==> config.mk <==
export PLATFORM = sky130hd
export DESIGN_NAME = cell_plotter_flat
export DESIGN_NICKNAME = d
export VERILOG_FILES = /design/src/rtl/cell_plotter_if.sv /design/src/rtl/cell_plotter.sv /design/src/flat_wrapper.sv
export SDC_FILE = /design/constraint.sdc
export NUM_CORES = 1
export LEC_CHECK = 0
export CAP_MARGIN = 20
export CORE_MARGIN = 2
export CORE_UTILIZATION = 35
export DETAILED_ROUTE_END_ITERATION = 16
export PLACE_DENSITY_LB_ADDON = 0.3
export SYNTH_ARGS = -nofsm -noshare
export SYNTH_HDL_FRONTEND = slang
export SYNTH_SLANG_ARGS = --single-unit
==> constraint.sdc <==
create_clock -name clock -period 2.95 [get_ports clock]
set_input_delay 0.295 -clock clock [delete_from_list [all_inputs] [get_ports clock]]
set_output_delay 0.295 -clock clock [all_outputs]
set_load 0.01 [all_outputs]
==> src/rtl/cell_plotter_if.sv <==
// Command handshake between the life simulation block and the cell plotter.
// The master presents a cell update and holds it until the slave raises in_ready.
interface cell_plotter_if;
  logic       in_valid;
  logic       in_ready;
  logic [7:0] in_cell_x;
  logic [7:0] in_cell_y;
  logic [2:0] in_colour;

  modport master (output in_valid, output in_cell_x, output in_cell_y, output in_colour,
                  input  in_ready);
  modport slave  (input  in_valid, input  in_cell_x, input  in_cell_y, input  in_colour,
                  output in_ready);
endinterface

==> src/rtl/cell_plotter.sv <==
// Cell plotter: queues cell-update commands and expands each one into a
// CELL_SIZE x CELL_SIZE block of single-pixel writes for the 160x120 VGA
// adapter. It can also sweep the whole screen with CLEAR_COLOUR on request.
module cell_plotter #(
  parameter int          CELL_SIZE    = 8,
  parameter int          GRID_W       = 4,
  parameter int          GRID_H       = 4,
  parameter int          X_OFFSET     = 0,
  parameter int          Y_OFFSET     = 0,
  parameter int          FIFO_DEPTH   = 16,
  parameter int          SCREEN_W     = 160,
  parameter int          SCREEN_H     = 120,
  parameter logic [2:0]  CLEAR_COLOUR = 3'b000
) (
  input  logic          clock,
  input  logic          reset_n,
  cell_plotter_if.slave cmd,
  input  logic          clear_req,
  output logic          busy,
  output logic          err,
  output logic [7:0]    vga_x,
  output logic [7:0]    vga_y,
  output logic [2:0]    vga_colour,
  output logic          vga_plot
);

  localparam int PTR_W = (FIFO_DEPTH > 1) ? $clog2(FIFO_DEPTH) : 1;
  localparam int CNT_W = PTR_W + 1;

  localparam logic [CNT_W-1:0] DEPTH_C    = CNT_W'(FIFO_DEPTH);
  localparam logic [7:0]       CELL_LAST  = 8'(CELL_SIZE - 1);
  localparam logic [7:0]       SCR_X_LAST = 8'(SCREEN_W - 1);
  localparam logic [7:0]       SCR_Y_LAST = 8'(SCREEN_H - 1);
  localparam logic [7:0]       GRID_W_C   = 8'(GRID_W);
  localparam logic [7:0]       GRID_H_C   = 8'(GRID_H);
  // Pixel arithmetic runs at 9 bits; the parameter ranges keep it below 256.
  localparam logic [8:0]       X_OFF_C    = 9'(X_OFFSET);
  localparam logic [8:0]       Y_OFF_C    = 9'(Y_OFFSET);
  localparam logic [8:0]       CELL_C     = 9'(CELL_SIZE);

  typedef enum logic [1:0] {
    ST_IDLE  = 2'd0,
    ST_DRAW  = 2'd1,
    ST_CLEAR = 2'd2
  } state_t;

  // Command FIFO storage: {cell_x, cell_y, colour}
  logic [18:0]      mem_r [FIFO_DEPTH];
  logic [PTR_W-1:0] wr_ptr_r;
  logic [PTR_W-1:0] rd_ptr_r;
  logic [CNT_W-1:0] count_r;

  state_t     state_r;
  logic       clear_pending_r;
  logic [7:0] px_r;
  logic [7:0] py_r;
  logic [7:0] cx_r;
  logic [7:0] cy_r;
  logic [2:0] col_r;

  logic [7:0] vga_x_r;
  logic [7:0] vga_y_r;
  logic [2:0] vga_colour_r;
  logic       vga_plot_r;
  logic       err_r;

  logic        in_ready_s;
  logic        push_s;
  logic        pop_s;
  logic [18:0] head_s;
  logic [7:0]  head_x_s;
  logic [7:0]  head_y_s;
  logic [2:0]  head_col_s;
  logic        head_bad_s;

  assign in_ready_s   = (count_r < DEPTH_C);
  assign cmd.in_ready = in_ready_s;

  assign head_s     = mem_r[rd_ptr_r];
  assign head_x_s   = head_s[18:11];
  assign head_y_s   = head_s[10:3];
  assign head_col_s = head_s[2:0];
  assign head_bad_s = (head_x_s >= GRID_W_C) || (head_y_s >= GRID_H_C);

  assign busy       = (state_r != ST_IDLE) || (count_r != '0) || clear_pending_r;
  assign err        = err_r;
  assign vga_x      = vga_x_r;
  assign vga_y      = vga_y_r;
  assign vga_colour = vga_colour_r;
  assign vga_plot   = vga_plot_r;

  // FIFO handshakes: a pending clear always wins over the next command
  always_comb begin
    push_s = cmd.in_valid & in_ready_s;
    if ((state_r == ST_IDLE) && !clear_pending_r && (count_r != '0)) begin
      pop_s = 1'b1;
    end else begin
      pop_s = 1'b0;
    end
  end

  // Command FIFO pointers, occupancy and storage
  always_ff @(posedge clock) begin
    if (!reset_n) begin
      wr_ptr_r <= '0;
      rd_ptr_r <= '0;
      count_r  <= '0;
    end else begin
      if (push_s) begin
        mem_r[wr_ptr_r] <= {cmd.in_cell_x, cmd.in_cell_y, cmd.in_colour};
        wr_ptr_r        <= wr_ptr_r + PTR_W'(1);
      end
      if (pop_s) begin
        rd_ptr_r <= rd_ptr_r + PTR_W'(1);
      end
      case ({push_s, pop_s})
        2'b10:   count_r <= count_r + CNT_W'(1);
        2'b01:   count_r <= count_r - CNT_W'(1);
        default: count_r <= count_r;
      endcase
    end
  end

  // Sequencer: chooses clear or next command in IDLE, then walks the pixel counters
  always_ff @(posedge clock) begin
    if (!reset_n) begin
      state_r         <= ST_IDLE;
      clear_pending_r <= 1'b0;
      px_r            <= '0;
      py_r            <= '0;
      cx_r            <= '0;
      cy_r            <= '0;
      col_r           <= '0;
      vga_x_r         <= '0;
      vga_y_r         <= '0;
      vga_colour_r    <= '0;
      vga_plot_r      <= 1'b0;
      err_r           <= 1'b0;
    end else begin
      if (clear_req) begin
        clear_pending_r <= 1'b1;
      end
      case (state_r)
        ST_IDLE: begin
          vga_plot_r <= 1'b0;
          err_r      <= 1'b0;
          if (clear_pending_r) begin
            // A request held through the entry cycle stays pending
            clear_pending_r <= clear_req;
            px_r            <= '0;
            py_r            <= '0;
            state_r         <= ST_CLEAR;
          end else if (pop_s) begin
            cx_r  <= head_x_s;
            cy_r  <= head_y_s;
            col_r <= head_col_s;
            px_r  <= '0;
            py_r  <= '0;
            if (head_bad_s) begin
              err_r <= 1'b1;
            end else begin
              state_r <= ST_DRAW;
            end
          end
        end
        ST_DRAW: begin
          err_r        <= 1'b0;
          vga_x_r      <= 8'(X_OFF_C + ({1'b0, cx_r} * CELL_C) + {1'b0, px_r});
          vga_y_r      <= 8'(Y_OFF_C + ({1'b0, cy_r} * CELL_C) + {1'b0, py_r});
          vga_colour_r <= col_r;
          vga_plot_r   <= 1'b1;
          if (px_r == CELL_LAST) begin
            px_r <= '0;
            if (py_r == CELL_LAST) begin
              py_r    <= '0;
              state_r <= ST_IDLE;
            end else begin
              py_r <= py_r + 8'd1;
            end
          end else begin
            px_r <= px_r + 8'd1;
          end
        end
        ST_CLEAR: begin
          err_r        <= 1'b0;
          vga_x_r      <= px_r;
          vga_y_r      <= py_r;
          vga_colour_r <= CLEAR_COLOUR;
          vga_plot_r   <= 1'b1;
          if (px_r == SCR_X_LAST) begin
            px_r <= '0;
            if (py_r == SCR_Y_LAST) begin
              py_r    <= '0;
              state_r <= ST_IDLE;
            end else begin
              py_r <= py_r + 8'd1;
            end
          end else begin
            px_r <= px_r + 8'd1;
          end
        end
        default: begin
          state_r    <= ST_IDLE;
          vga_plot_r <= 1'b0;
          err_r      <= 1'b0;
        end
      endcase
    end
  end

endmodule
==> src/flat_wrapper.sv <==
// flat-port wrapper written by rule: the top's interface ports become plain ports
module cell_plotter_flat 
#(
  parameter int          CELL_SIZE    = 8,
  parameter int          GRID_W       = 4,
  parameter int          GRID_H       = 4,
  parameter int          X_OFFSET     = 0,
  parameter int          Y_OFFSET     = 0,
  parameter int          FIFO_DEPTH   = 16,
  parameter int          SCREEN_W     = 160,
  parameter int          SCREEN_H     = 120,
  parameter logic [2:0]  CLEAR_COLOUR = 3'b000
)
  (clock, reset_n, clear_req, busy, err, vga_x, vga_y, vga_colour, vga_plot, cmd_in_valid, cmd_in_cell_x, cmd_in_cell_y, cmd_in_colour, cmd_in_ready);
  cell_plotter_if cmd_i ();
  input  logic clock;
  input  logic reset_n;
  input  logic clear_req;
  output logic busy;
  output logic err;
  output logic [7:0] vga_x;
  output logic [7:0] vga_y;
  output logic [2:0] vga_colour;
  output logic vga_plot;
  input wire logic [$bits(cmd_i.in_valid)-1:0] cmd_in_valid;
  input wire logic [$bits(cmd_i.in_cell_x)-1:0] cmd_in_cell_x;
  input wire logic [$bits(cmd_i.in_cell_y)-1:0] cmd_in_cell_y;
  input wire logic [$bits(cmd_i.in_colour)-1:0] cmd_in_colour;
  output wire logic [$bits(cmd_i.in_ready)-1:0] cmd_in_ready;
  assign cmd_i.in_valid = cmd_in_valid;
  assign cmd_i.in_cell_x = cmd_in_cell_x;
  assign cmd_i.in_cell_y = cmd_in_cell_y;
  assign cmd_i.in_colour = cmd_in_colour;
  assign cmd_in_ready = cmd_i.in_ready;
  cell_plotter #(.CELL_SIZE(CELL_SIZE), .GRID_W(GRID_W), .GRID_H(GRID_H), .X_OFFSET(X_OFFSET), .Y_OFFSET(Y_OFFSET), .FIFO_DEPTH(FIFO_DEPTH), .SCREEN_W(SCREEN_W), .SCREEN_H(SCREEN_H), .CLEAR_COLOUR(CLEAR_COLOUR)) u_core (.clock(clock), .reset_n(reset_n), .cmd(cmd_i), .clear_req(clear_req), .busy(busy), .err(err), .vga_x(vga_x), .vga_y(vga_y), .vga_colour(vga_colour), .vga_plot(vga_plot));
endmodule
==> impl_metrics.tcl <==
set metrics [dict create \
    status "completed" \
    crit_top_cell "ha_1" \
    numCtsBuffers 41 \
    slew_viol_final 0 \
    worst-setup-path-type "flip-flop to flip-flop" \
    ir_drop_uv 488 \
    finalPower_mw 13.5 \
    overflow 0 \
    path_clk_slew_ns 0.06 \
    fin_nets 1055 \
    area_growth_syn_to_layout_pct 17.6 \
    path_cells "or4_4 > o21ai_4 > clkinv_2 > ha_1 > ha_1 > nor2b_1 > o21ai_0 > a21oi_1 > nor3_1 > xnor2_1 > nor2_1" \
    async_flop_share_pct 0 \
    yosysWarnings 0 \
    cts_max_level 2 \
    yosysSeqAreaShare_pct 70.9 \
    cpMaxStageDelayCell "or4_4" \
    worstPathMaxFanout 4 \
    cellPowerDensity_nw_per_um2 775 \
    syn_area_um2 14900 \
    fmax_mhz 368 \
    placementRows 75 \
    startpoint "u_core.count_r[0]$_SDFFE_PN0P_" \
    cp.buffers_inverters 1 \
    holdCritPathClass "primary input to flip-flop" \
    wl_per_cell_um 20.2 \
    rsz0062_at_grt "no" \
    core_area_um2 41900 \
    dr.first_iter.drc_count 596 \
    leakage_nw 5.58 \
    r2r_cells 11 \
    postCtsSetupBuffers 0 \
    cp.depth 11 \
    synth_top_area_share_pct 61.4 \
    avgViaCountPerCell 5.05 \
    cts.repair.resized 0 \
    cts_tree "yes" \
    finalCritPeriodShare_pct 92.1 \
    ys_types 61 \
    hold_viol 0 \
    worst_pin_slew_ns 0.689 \
    tns_ns 0 \
    crit_end "u_core.count_r[4]$_SDFFE_PN0P_" \
    r2r_slack_ns 0.23 \
    crit_required_ns 3.38 \
    postSynthAreaPerCell_um2 16.2 \
    arrival_ns 3.15 \
    synth_top_flop_cell "edfxtp_1" \
    diodes 0 \
    crit_path_start_kind "flip-flop" \
    maxCapViolations 0 \
    fin_worst_skew_ns 0.0199 \
    clkLatencyLatePin_ns 0.57 \
    clock_sinks 374 \
    slew_headroom_pct 54.1 \
    worstSetupEndpointType "flip-flop" \
    synth_common_cells "304 x edfxtp_1, 89 x nor2_1, 70 x dfxtp_1" \
    antenna_left 0 \
    portBuffers 45 \
    grt_max_degree 53 \
    drc_errors 0 \
    clockRootBuffer "clkbuf_16" \
    dp_hpwl_um 19200 \
    yosysTopAreaCell "edfxtp_1" \
    drive_gt1_share_pct 17.1 \
    ctsHoldBuffers 0 \
    rr_startpoint "u_core.count_r[0]$_SDFFE_PN0P_" \
    die_y_um 210 \
    ys_ff_latch 374 \
    fin_util_pct 41.7 \
    synthesis.nets 968 \
    path_delay_family "simple AND/OR/NAND/NOR gates" \
    min_period_ns 2.72 \
    fp.dieArea_um2 44100 \
    synth_edf_count 304 \
    first_global_vias 8044 \
    grt_util_all_layers_pct 14.8 \
    r2r-end "u_core.count_r[4]$_SDFFE_PN0P_" \
    io_pins 46 \
    syn_inst 919 \
    antenna_found_initial 0 \
    cts_max_path_buffers 3 \
    firstDrtPassIters 4 \
    synth_most_common_cell "edfxtp_1" \
    grt_pass1_wl_um 49300 \
    setup_viol 0 \
    via_count 7965 \
    wl_um 31800 \
    synth_top_cells_by_area "edfxtp_1 61%, dfxtp_1 9.4%, mux4_2 8.3%" \
    max_stage_delay_ns 0.59 \
    gp_congestion 0.818 \
    start_util_pct 35.4 \
    die_w_um 210 \
]
## report_power, final
group | internal (mW) | switching, mW
Combinational | 1.08 | 1.23
Sequential | 5.94 | 0.285
Clock | 2.94 | 2.06
## cells in the final DEF (no fill, tap or decap), drive strengths merged, types with 10 or more instances in the layout
cell / synthesis / routed
o21ai: 18 / 18
edfxtp: 304 / 304
a211oi: 12 / 12
ha: 23 / 23
a21oi: 52 / 52
mux2i: 10 / 10
inv: 24 / 28
clkdlybuf4s50: 0 / 45
mux4: 63 / 63
dfxtp: 70 / 70
nor3: 25 / 25
clkbuf: 20 / 54
nand3: 18 / 18
clkinv: 2 / 12
nor2: 89 / 89
nand2: 58 / 58
xor2: 16 / 16
buf: 20 / 39
## state kept, by name (all words and copies together) (netlist names), 2 cells and up, named ones only
name	flops
u_core.col_r	3
u_core.count_r	5
u_core.cx_r	5
u_core.cy_r	5
u_core.mem_r	304
u_core.px_r	8
u_core.py_r	8
u_core.rd_ptr_r	4
u_core.state_r	2
u_core.vga_colour	3
u_core.vga_x	8
u_core.vga_y	8
u_core.wr_ptr_r	4
## worst min-delay path by stage
stage | startpoint | end | depth (start not counted)
after CTS | clear_req | u_core.clear_pending_r$_SDFF_PN0_ | 3
after detailed placement | u_core.cx_r[2]$_SDFFE_PN0P_ | u_core.cx_r[2]$_SDFFE_PN0P_ | 2
after global routing | clear_req | u_core.clear_pending_r$_SDFF_PN0_ | 3
final | clear_req | u_core.clear_pending_r$_SDFF_PN0_ | 3
after global placement | u_core.vga_colour[1]$_SDFFE_PN0P_ | u_core.vga_colour[1]$_SDFFE_PN0P_ | 2
after floorplan | cmd_in_colour[0] | u_core.mem_r[0][0]$_DFFE_PP_ | 0
## final cells by class
cell class	count	area (um^2)
clock buffers	54	1070
flip-flops and latches	374	10500
repair buffers	84	806
fillers	3756	24500
multi-input cells	479	4050
well taps	539	674
inverters	26	98.8
clock inverters	21	231
## worst min-delay path, cell delays in order
cell and delay (ns):
clkdlybuf4s50_1 0.51, a21oi_1 0.06, nor2_1 0.07
## cell families (layout without fill, tap and decap cells)
kind of cell | Yosys count | after routing | share of synthesized area, %
muxes | 74 | 74 | 10.5
adders and majority gates | 26 | 26 | 2.34
and+or+nand+nor | 239 | 239 | 7.58
xor gates and xnor gates | 25 | 25 | 1.47
DFF | 374 | 374 | 70.9
AOI/OAI and AO/OA | 115 | 115 | 5.03
buffers and inverters | 66 | 185 | 2.21
## routing by layer
layer | vias up | GRT usage (%) | wire [um]
met1 | 4032 | 19.7 | 14200
li1 | 3718 | - | -
met5 | - | 0 | 0
met4 | 0 | 4.96 | 764
met3 | 49 | 2.44 | 1380
met2 | 166 | 24.8 | 15500
## through the flow
stage          worst slack, ns  instance area (um^2)  std cells  hold WS (ns)
2_1_floorplan           0.0479                 14900        919         0.394
3_3_place_gp             0.230                 16200       1502         0.455
3_5_place_dp             0.218                 16200       1502         0.457
4_1_cts                  0.209                 17500       1577         0.412
5_1_grt                 0.0299                 17500       1577         0.444
6_report                 0.232                 17500       1577         0.409
Note: power is estimated with default switching activity, not from simulation.
